<file path="config.mk">
export PLATFORM = sky130hd
export DESIGN_NAME = display_scan
export DESIGN_NICKNAME = d
export VERILOG_FILES = /design/src/rtl/display_scan.sv
export SDC_FILE = /design/constraint.sdc
export NUM_CORES = 1
export LEC_CHECK = 0
export CORE_MARGIN = 2
export CORE_UTILIZATION = 55
export DETAILED_ROUTE_END_ITERATION = 7
export HOLD_SLACK_MARGIN = 0.08
export PLACE_DENSITY_LB_ADDON = 0.08
export SLEW_MARGIN = 25
export SYNTH_ARGS = -nofsm -noshare
export SYNTH_HDL_FRONTEND = slang
export SYNTH_SLANG_ARGS = --single-unit
</file>
<file path="constraint.sdc">
create_clock -name clk -period 2.67 [get_ports clk]
set_clock_uncertainty 0.2 [all_clocks]
set_input_delay 0.267 -clock clk [delete_from_list [all_inputs] [get_ports clk]]
set_output_delay 0.267 -clock clk [all_outputs]
set_load 0.02 [all_outputs]
</file>
<file path="src/rtl/display_scan.sv">
// 4-digit BCD display scanner: double-buffers a value, steps the digit index for
// the anode decoder, and registers active-low segment/dp data aligned to it.
module display_scan #(
  parameter int unsigned DIV_WIDTH = 16,
  parameter int unsigned DIV_MAX   = 49999,
  parameter int unsigned LZ_BLANK  = 1
) (
  input  logic        clk,
  input  logic        rst_n,
  input  logic        load,
  input  logic [15:0] value_in,
  input  logic [3:0]  dp_in,
  input  logic        blank,
  output logic [1:0]  digit_sel,
  output logic [6:0]  seg_n,
  output logic        dp_n,
  output logic        load_ack,
  output logic        frame_start
);

  localparam int unsigned VAL_W = 16;
  localparam int unsigned DP_W  = 4;

  logic [DIV_WIDTH-1:0] cnt;
  logic [VAL_W-1:0]     active_val;
  logic [VAL_W-1:0]     pend_val;
  logic [DP_W-1:0]      active_dp;
  logic [DP_W-1:0]      pend_dp;
  logic                 pend;

  logic       tick;
  logic       boundary;
  logic [3:0] nib;
  logic       lz;
  logic [6:0] seg_c;
  logic       dp_c;

  function automatic logic [6:0] bcd_to_seg(input logic [3:0] d);
    logic [6:0] s;
    case (d)
      4'd0:    s = 7'h40;
      4'd1:    s = 7'h79;
      4'd2:    s = 7'h24;
      4'd3:    s = 7'h30;
      4'd4:    s = 7'h19;
      4'd5:    s = 7'h12;
      4'd6:    s = 7'h02;
      4'd7:    s = 7'h78;
      4'd8:    s = 7'h00;
      4'd9:    s = 7'h10;
      default: s = 7'h3F;
    endcase
    return s;
  endfunction

  assign tick     = (cnt == DIV_WIDTH'(DIV_MAX));
  assign boundary = tick && (digit_sel == 2'd3);

  // Select the current nibble and decide whether it is a leading zero.
  always_comb begin
    nib = 4'd0;
    lz  = 1'b0;
    case (digit_sel)
      2'd0: nib = active_val[3:0];
      2'd1: begin
        nib = active_val[7:4];
        lz  = (active_val[15:4] == 12'd0);
      end
      2'd2: begin
        nib = active_val[11:8];
        lz  = (active_val[15:8] == 8'd0);
      end
      default: begin
        nib = active_val[15:12];
        lz  = (active_val[15:12] == 4'd0);
      end
    endcase

    seg_c = bcd_to_seg(nib);
    if (blank || (lz && (LZ_BLANK != 0))) begin
      seg_c = 7'h7F;
    end
    dp_c = blank | ~active_dp[digit_sel];
  end

  always_ff @(posedge clk or negedge rst_n) begin
    if (!rst_n) begin
      cnt         <= '0;
      digit_sel   <= 2'd0;
      active_val  <= '0;
      active_dp   <= '0;
      pend_val    <= '0;
      pend_dp     <= '0;
      pend        <= 1'b0;
      seg_n       <= 7'h7F;
      dp_n        <= 1'b1;
      load_ack    <= 1'b0;
      frame_start <= 1'b0;
    end else begin
      cnt         <= tick ? '0 : cnt + DIV_WIDTH'(1);
      frame_start <= boundary;
      load_ack    <= boundary && pend;
      seg_n       <= seg_c;
      dp_n        <= dp_c;

      if (tick) begin
        digit_sel <= 2'(digit_sel + 2'd1);
      end

      // A boundary commits the value pending before this edge; a coincident
      // load becomes the new pending value for the following frame.
      if (boundary && pend) begin
        active_val <= pend_val;
        active_dp  <= pend_dp;
      end

      if (load) begin
        pend_val <= value_in;
        pend_dp  <= dp_in;
        pend     <= 1'b1;
      end else if (boundary) begin
        pend     <= 1'b0;
      end
    end
  end

endmodule

</file>
==> results.yml, run 1 <==
timing:
  fmax_ghz: 0.422
  relSlewSlack: 0.444
  period_share: 0.888
  period_minus_slack_ns: 2.37
  hold_viol: 0
  slew_viol_final: 0
  setup_violations: 0
  worstMarginPinSlew_ns: 0.833
  rsz0062_at_grt: "no"
  final.setup.tns_ns: 0
global_route:
  gr-total-overflow: 0
  grt_pass1_wl_um: 9250
  grt_pass1_vias: 1998
  grt_max_degree: 70
  grt_antenna_before_repair: 0
  grtUsageTotal: 0.198
synth:
  synth_edf_count: 0
  netlist_top_cells_count: "dfrtp_1 (61), mux2_2 (21), mux2_1 (20)"
  ys_ff_latch: 69
  synth-seq-area-share: 0.566
  yosysWarnings: 0
  yosysMostFrequentCell: "dfrtp_1"
  ys.flop_type: "dfrtp_1"
  ys_types: 38
  syn-cell-area_sq_mm: 0.00307
  yosys.area.top_type_share: 0.497
  synth_top_cell_by_area: "dfrtp_1"
  yosys-top-cells-area: "dfrtp_1 (50%), mux2_2 (7.7%), mux2_1 (7.3%)"
  syn-instance-count: 235
  avgSynthCellArea_sq_um: 13.1
  ys_async_sr_fraction: 1.00
  synth_fp_nets: 268
floorplan:
  core-area_sq_mm: 0.00544
  die_h_um: 78.7
  pin_count: 36
  dieArea_sq_mm: 0.00620
  start_util: 0.565
  die_w_um: 78.7
  rows: 27
layout:
  nNetsFinal: 316
  fillers: 413
  n_antenna_cell: 0
  multi_input_area_sq_mm: 0.00124
  drive_gt1_frac: 0.202
  area_growth_pct: 22.1
  seqCellArea_sq_mm: 0.00174
  layout.cells.non_filler: 359
clock_network:
  clk_latency_ns: 0.34
  htree_levels: 3
  cts_tree: "built"
  cts_setup_buffers: 0
  clkTransAtPathRegs_ns: 0.07
  cts_root_buf: "clkbuf_8"
  clockBufferDepth: 2
  cts_buffers: 9
  cts_sinks: 69
placed_design:
  gp_congestion: 0.804
  io_buffers: 35
  hpwlAfterDp_um: 3670
  dpl.cell_count: 343
hold_path:
  hp-class: "reg -> reg"
critical_path:
  arrival_ns: 2.43
  path_cells: "inv_1 -> ha_1 -> or4b_2 -> o21ai_0 -> nand2_1 -> a22oi_1"
  end_kind: "register"
  slowest_stage: "or4b_2"
  path_class: "reg -> reg"
  cp_top_family: "simple AND/OR/NAND/NOR gates"
  critPathBufInv: 1
  max_stage_delay_ns: 0.59
  crit_required_ns: 2.73
  crit_fanout: 7
  start_kind: "register"
drt:
  wire_per_inst_um: 15.0
  wl_um: 5370
  antenna_left: 0
  drc_errors: 0
  vias: 1924
  drt_iter0_drc: 73
  first_pass_iters: 5
  via_per_inst: 5.36
power_and_ir_drop:
  pwr_density_cell_mw_per_mm2: 571
  max-vdd-ir-drop_mv: 0.397
  cellLeakagePower_nw: 1.68
status:
  outcome: "finished, final reports clean"
run:
  maxCapViolCount: 0
-- final timing paths --
path / from / endpoint / slack, ns / cells past startpoint
hold reg to reg: cnt[0] / cnt[0] / 0.29 / 1
max in group asynchronous: rst_n / active_val[12] / 1.28 / 3
hold / removal: cnt[0] / cnt[0] / 0.29 / 1
setup / recovery: digit_sel[1] / seg_n[6] / 0.30 / 6
min in group asynchronous: rst_n / pend_val[3] / 0.43 / 3
setup reg to reg: digit_sel[1] / seg_n[6] / 0.30 / 6
-- timing repair --
action | in CTS | in global routing
endpoints found under the setup margin | 0 | 0
resized for setup | 0 | 0
hold endpoints to repair | 61 | 0
hold buffers | 1 | 0
-- sequential cells by signal, summed over array words and instances, names as in the netlist --
signal	flops
pend	1
seg_n	7
frame_start	1
pend_dp	4
active_val	16
digit_sel	2
dp_n	1
pend_val	16
active_dp	4
cnt	16
load_ack	1
-- power by group --
group	internal (W)	total, W	switching [W]
combinational	0.0000679	0.000115	0.0000476
sequential	0.00108	0.00110	0.0000172
clock	0.000520	0.000924	0.000404
total	0.00167	0.00214	0.000468
-- cells in the final DEF, fill, tap and decap left out, drive strengths merged, types with 2 or more instances in the layout --
master / netlist / routed
and3: 3 / 3
nand2: 8 / 8
nand2b: 3 / 3
clkbuf: 5 / 9
nor4: 5 / 5
nand3: 7 / 7
mux2i: 6 / 6
dfrtp: 61 / 61
a211oi: 2 / 2
a222oi: 4 / 4
dfstp: 8 / 8
nor3: 3 / 3
o21ai: 8 / 8
mux2: 41 / 41
clkdlybuf4s50: 0 / 34
buf: 3 / 10
xnor2: 7 / 7
ha: 9 / 9
nand4: 5 / 5
clkinvlp: 0 / 2
clkinv: 0 / 2
or4b: 3 / 3
bufinv: 0 / 2
nor2: 12 / 12
nand4bb: 2 / 2
inv: 13 / 13
xor2: 6 / 6
a2bb2oi: 2 / 2
-- metal layers --
layer / part of all wire / vias up / global-route usage
li1: - / 937 / -
met1: 0.47 / 943 / 0.263
met2: 0.48 / 32 / 0.307
met3: 0.030 / 12 / 0.0443
met4: 0.025 / 0 / 0.102
met5: 0 / - / 0
-- cell type report --
| class | count | share of cell area |
|---|---|---|
| flip-flops and latches | 69 | 0.463 |
| multi-input cells | 145 | 0.330 |
| repair buffers | 45 | 0.113 |
| clock buffers | 9 | 0.0330 |
| well taps | 72 | 0.0240 |
| clock inverters | 6 | 0.0237 |
| inverters | 13 | 0.0130 |
-- cell families after synthesis --
family / after synthesis / synth area share
mux: 48 / 0.177
xor+xnor: 13 / 0.0371
buf+inv: 21 / 0.0310
flops: 69 / 0.566
simple gates: 55 / 0.106
fa+ha+maj: 9 / 0.0367
compound gates: 20 / 0.0460
-- through the flow --
step           utilization  hold WS, ns  power, W  setup WS, ns  area (sq um)
2_1_floorplan            -       -0.229   0.00116         0.151          3070
3_3_place_gp         0.648        0.272   0.00124         0.359          3530
3_5_place_dp         0.648        0.279   0.00124         0.309          3530
4_1_cts              0.689        0.289   0.00216         0.286          3750
5_1_grt              0.689        0.315   0.00222        0.0586          3750
6_report             0.689        0.285   0.00214         0.299          3750
(Power assumes the default switching activity.)
==> run 2, diff against run 1 <==
CORE_UTILIZATION = 50   (was 55)
CTS_BUF_LIST = sky130_fd_sc_hd__clkbuf_16   (was default)
RECOVER_POWER = 25   (was default)
clock period = 2.1 ns   (was 2.67 ns; I/O delays follow)
==> results.yml, run 2 (synthesis gave the netlist of run 1 again) <==
layout:
  area_growth_pct: 36.2
  multi_input_area_sq_mm: 0.00138
  final_common_cell: "dfrtp_1"
  final_cell_mix: "dfrtp_1 (59), clkdlybuf4s50_1 (34), buf_4 (26), mux2_2 (21), mux2_4 (20)"
  reg_top3: "active_val x16, cnt x16, pend_val x16"
  drive_gt1_frac: 0.355
  n_antenna_cell: 0
  nNetsFinal: 338
  utilization: 0.706
  layout.cells.non_filler: 385
  seqCellArea_sq_mm: 0.00174
  fillers: 442
drt:
  via_per_inst: 5.28
  drc_errors: 0
  first_pass_iters: 5
  wire_per_inst_um: 15.4
  vias: 2033
  antenna_left: 0
  wl_um: 5940
  drt_iter0_drc: 81
power_and_ir_drop:
  internal-power_w: 0.00249
  max-vdd-ir-drop_mv: 0.632
  p_comb_frac: 0.049
  swShare: 0.201
  pwr-share-seq: 0.450
  p_sw_w: 0.000626
  pwr_density_cell_mw_per_mm2: 745
  cellLeakagePower_nw: 1.84
  finalPower_w: 0.00312
  clock_power_share: 0.502
clock_network:
  cts_buffers: 9
  cts_sinks: 69
  cts_root_buf: "clkbuf_16"
  clockBufferDepth: 2
  cts_tree: "built"
  clk_latency_ns: 0.33
  htree_levels: 3
  clkTransAtPathRegs_ns: 0.06
critical_path:
  r2r-start: "digit_sel[0]"
  end_kind: "register"
  path_class: "reg -> reg"
  crit_fanout: 5
  crit_required_ns: 2.16
  r2r_slack_ns: -0.06
  worstReg2RegEnd: "seg_n[0]"
  arrival_ns: 2.23
  reg2reg_depth: 7
  start_kind: "register"
hold_path:
  worstHoldPathCells: 1
  min-delay-start: "cnt[0]"
  hp-class: "reg -> reg"
  hold-path-endpoint: "cnt[0]"
placed_design:
  dpl.cell_count: 364
  io_buffers: 35
  gp_congestion: 0.800
  hpwlAfterDp_um: 3980
status:
  outcome: "finished with violations"
  violations: "setup timing"
timing:
  worstMarginPinSlew_ns: 1.05
  setup_violations: 24
  slew_viol_final: 0
  period_share: 1.03
  relSlewSlack: 0.300
  fin_ws_ns: -0.0632
  hold_viol: 0
  rsz0062_at_grt: "yes"
  period_minus_slack_ns: 2.16
  fmax_ghz: 0.462
global_route:
  grt_pass1_wl_um: 9810
  grt_antenna_before_repair: 0
  grtUsageTotal: 0.199
  gr-total-overflow: 0
  grt_max_degree: 51
  grt_pass1_vias: 2063
floorplan:
  die_h_um: 82.4
  core-area_sq_mm: 0.00592
  rows: 28
  pin_count: 36
  start_util: 0.519
  dieArea_sq_mm: 0.00678
  die_w_um: 82.4
run:
  maxCapViolCount: 0
## run 2: stage by stage
| step | instance area, sq um | worst slack, ns | hold WS, ns | setup TNS (ns) |
|---|---|---|---|---|
| 6_report | 4180 | -0.0632 | 0.281 | -0.762 |
| 5_1_grt | 4180 | -0.144 | 0.297 | -3.14 |
| 4_1_cts | 4180 | -0.0545 | 0.178 | -0.824 |
| 3_5_place_dp | 3810 | -0.0690 | -0.00252 | -0.675 |
| 3_3_place_gp | 3810 | -0.0303 | -0.0116 | -0.478 |
| 2_1_floorplan | 3190 | -0.140 | -0.286 | -0.794 |
## run 2: worst max-delay path by stage
stage | end | from | slack [ns] | depth (start not counted)
floorplan | seg_n[3] | digit_sel[0] | -0.14 | 6
global placement | active_val[13] | cnt[10] | -0.03 | 5
detailed placement | seg_n[2] | digit_sel[1] | -0.07 | 8
CTS | active_val[2] | cnt[10] | -0.05 | 5
global route | seg_n[0] | digit_sel[0] | -0.14 | 7
finish | seg_n[0] | digit_sel[0] | -0.06 | 7
## run 2: area by class of cell
| cell class | count | area share |
|---|---|---|
| flip-flops and latches | 69 | 0.416 |
| multi-input cells | 145 | 0.331 |
| repair buffers | 67 | 0.145 |
| clock buffers | 9 | 0.0538 |
| well taps | 75 | 0.0224 |
| clock inverters | 7 | 0.0200 |
| inverters | 13 | 0.0117 |
## run 2: metal layers
metal | track usage | vias up | share of wire
met1 | 0.264 | 1011 | 0.47
met4 | 0.0767 | 0 | 0.0099
met5 | 0 | - | 0
met2 | 0.308 | 39 | 0.48
met3 | 0.0587 | 8 | 0.037
li1 | - | 975 | -
## run 2: power by group through the flow
stage | clock network, W | logic, W | registers (W)
after global placement | 0 | 0.000152 | 0.00142
after detailed placement | 0 | 0.000155 | 0.00143
after floorplan | 0 | 0.0000531 | 0.00143
after CTS | 0.00160 | 0.000159 | 0.00140
after global routing | 0.00166 | 0.000168 | 0.00141
final | 0.00156 | 0.000151 | 0.00140
## run 2: critical path, stage by stage, from the launching register on
cell	delay, ns
dfrtp_2	0.42
inv_2	0.08
ha_4	0.17
a222oi_1	0.34
buf_4	0.18
mux2i_4	0.08
or4b_4	0.53
nand4_1	0.10
## run 2: timing repair
action,in CTS,in global routing
gates cloned,0,0
gates resized for setup,8,5
pin swaps,7,1
hold buffers,1,0
hold endpoints to repair,68,0
buffers inserted,3,1
setup endpoints to repair,27,27
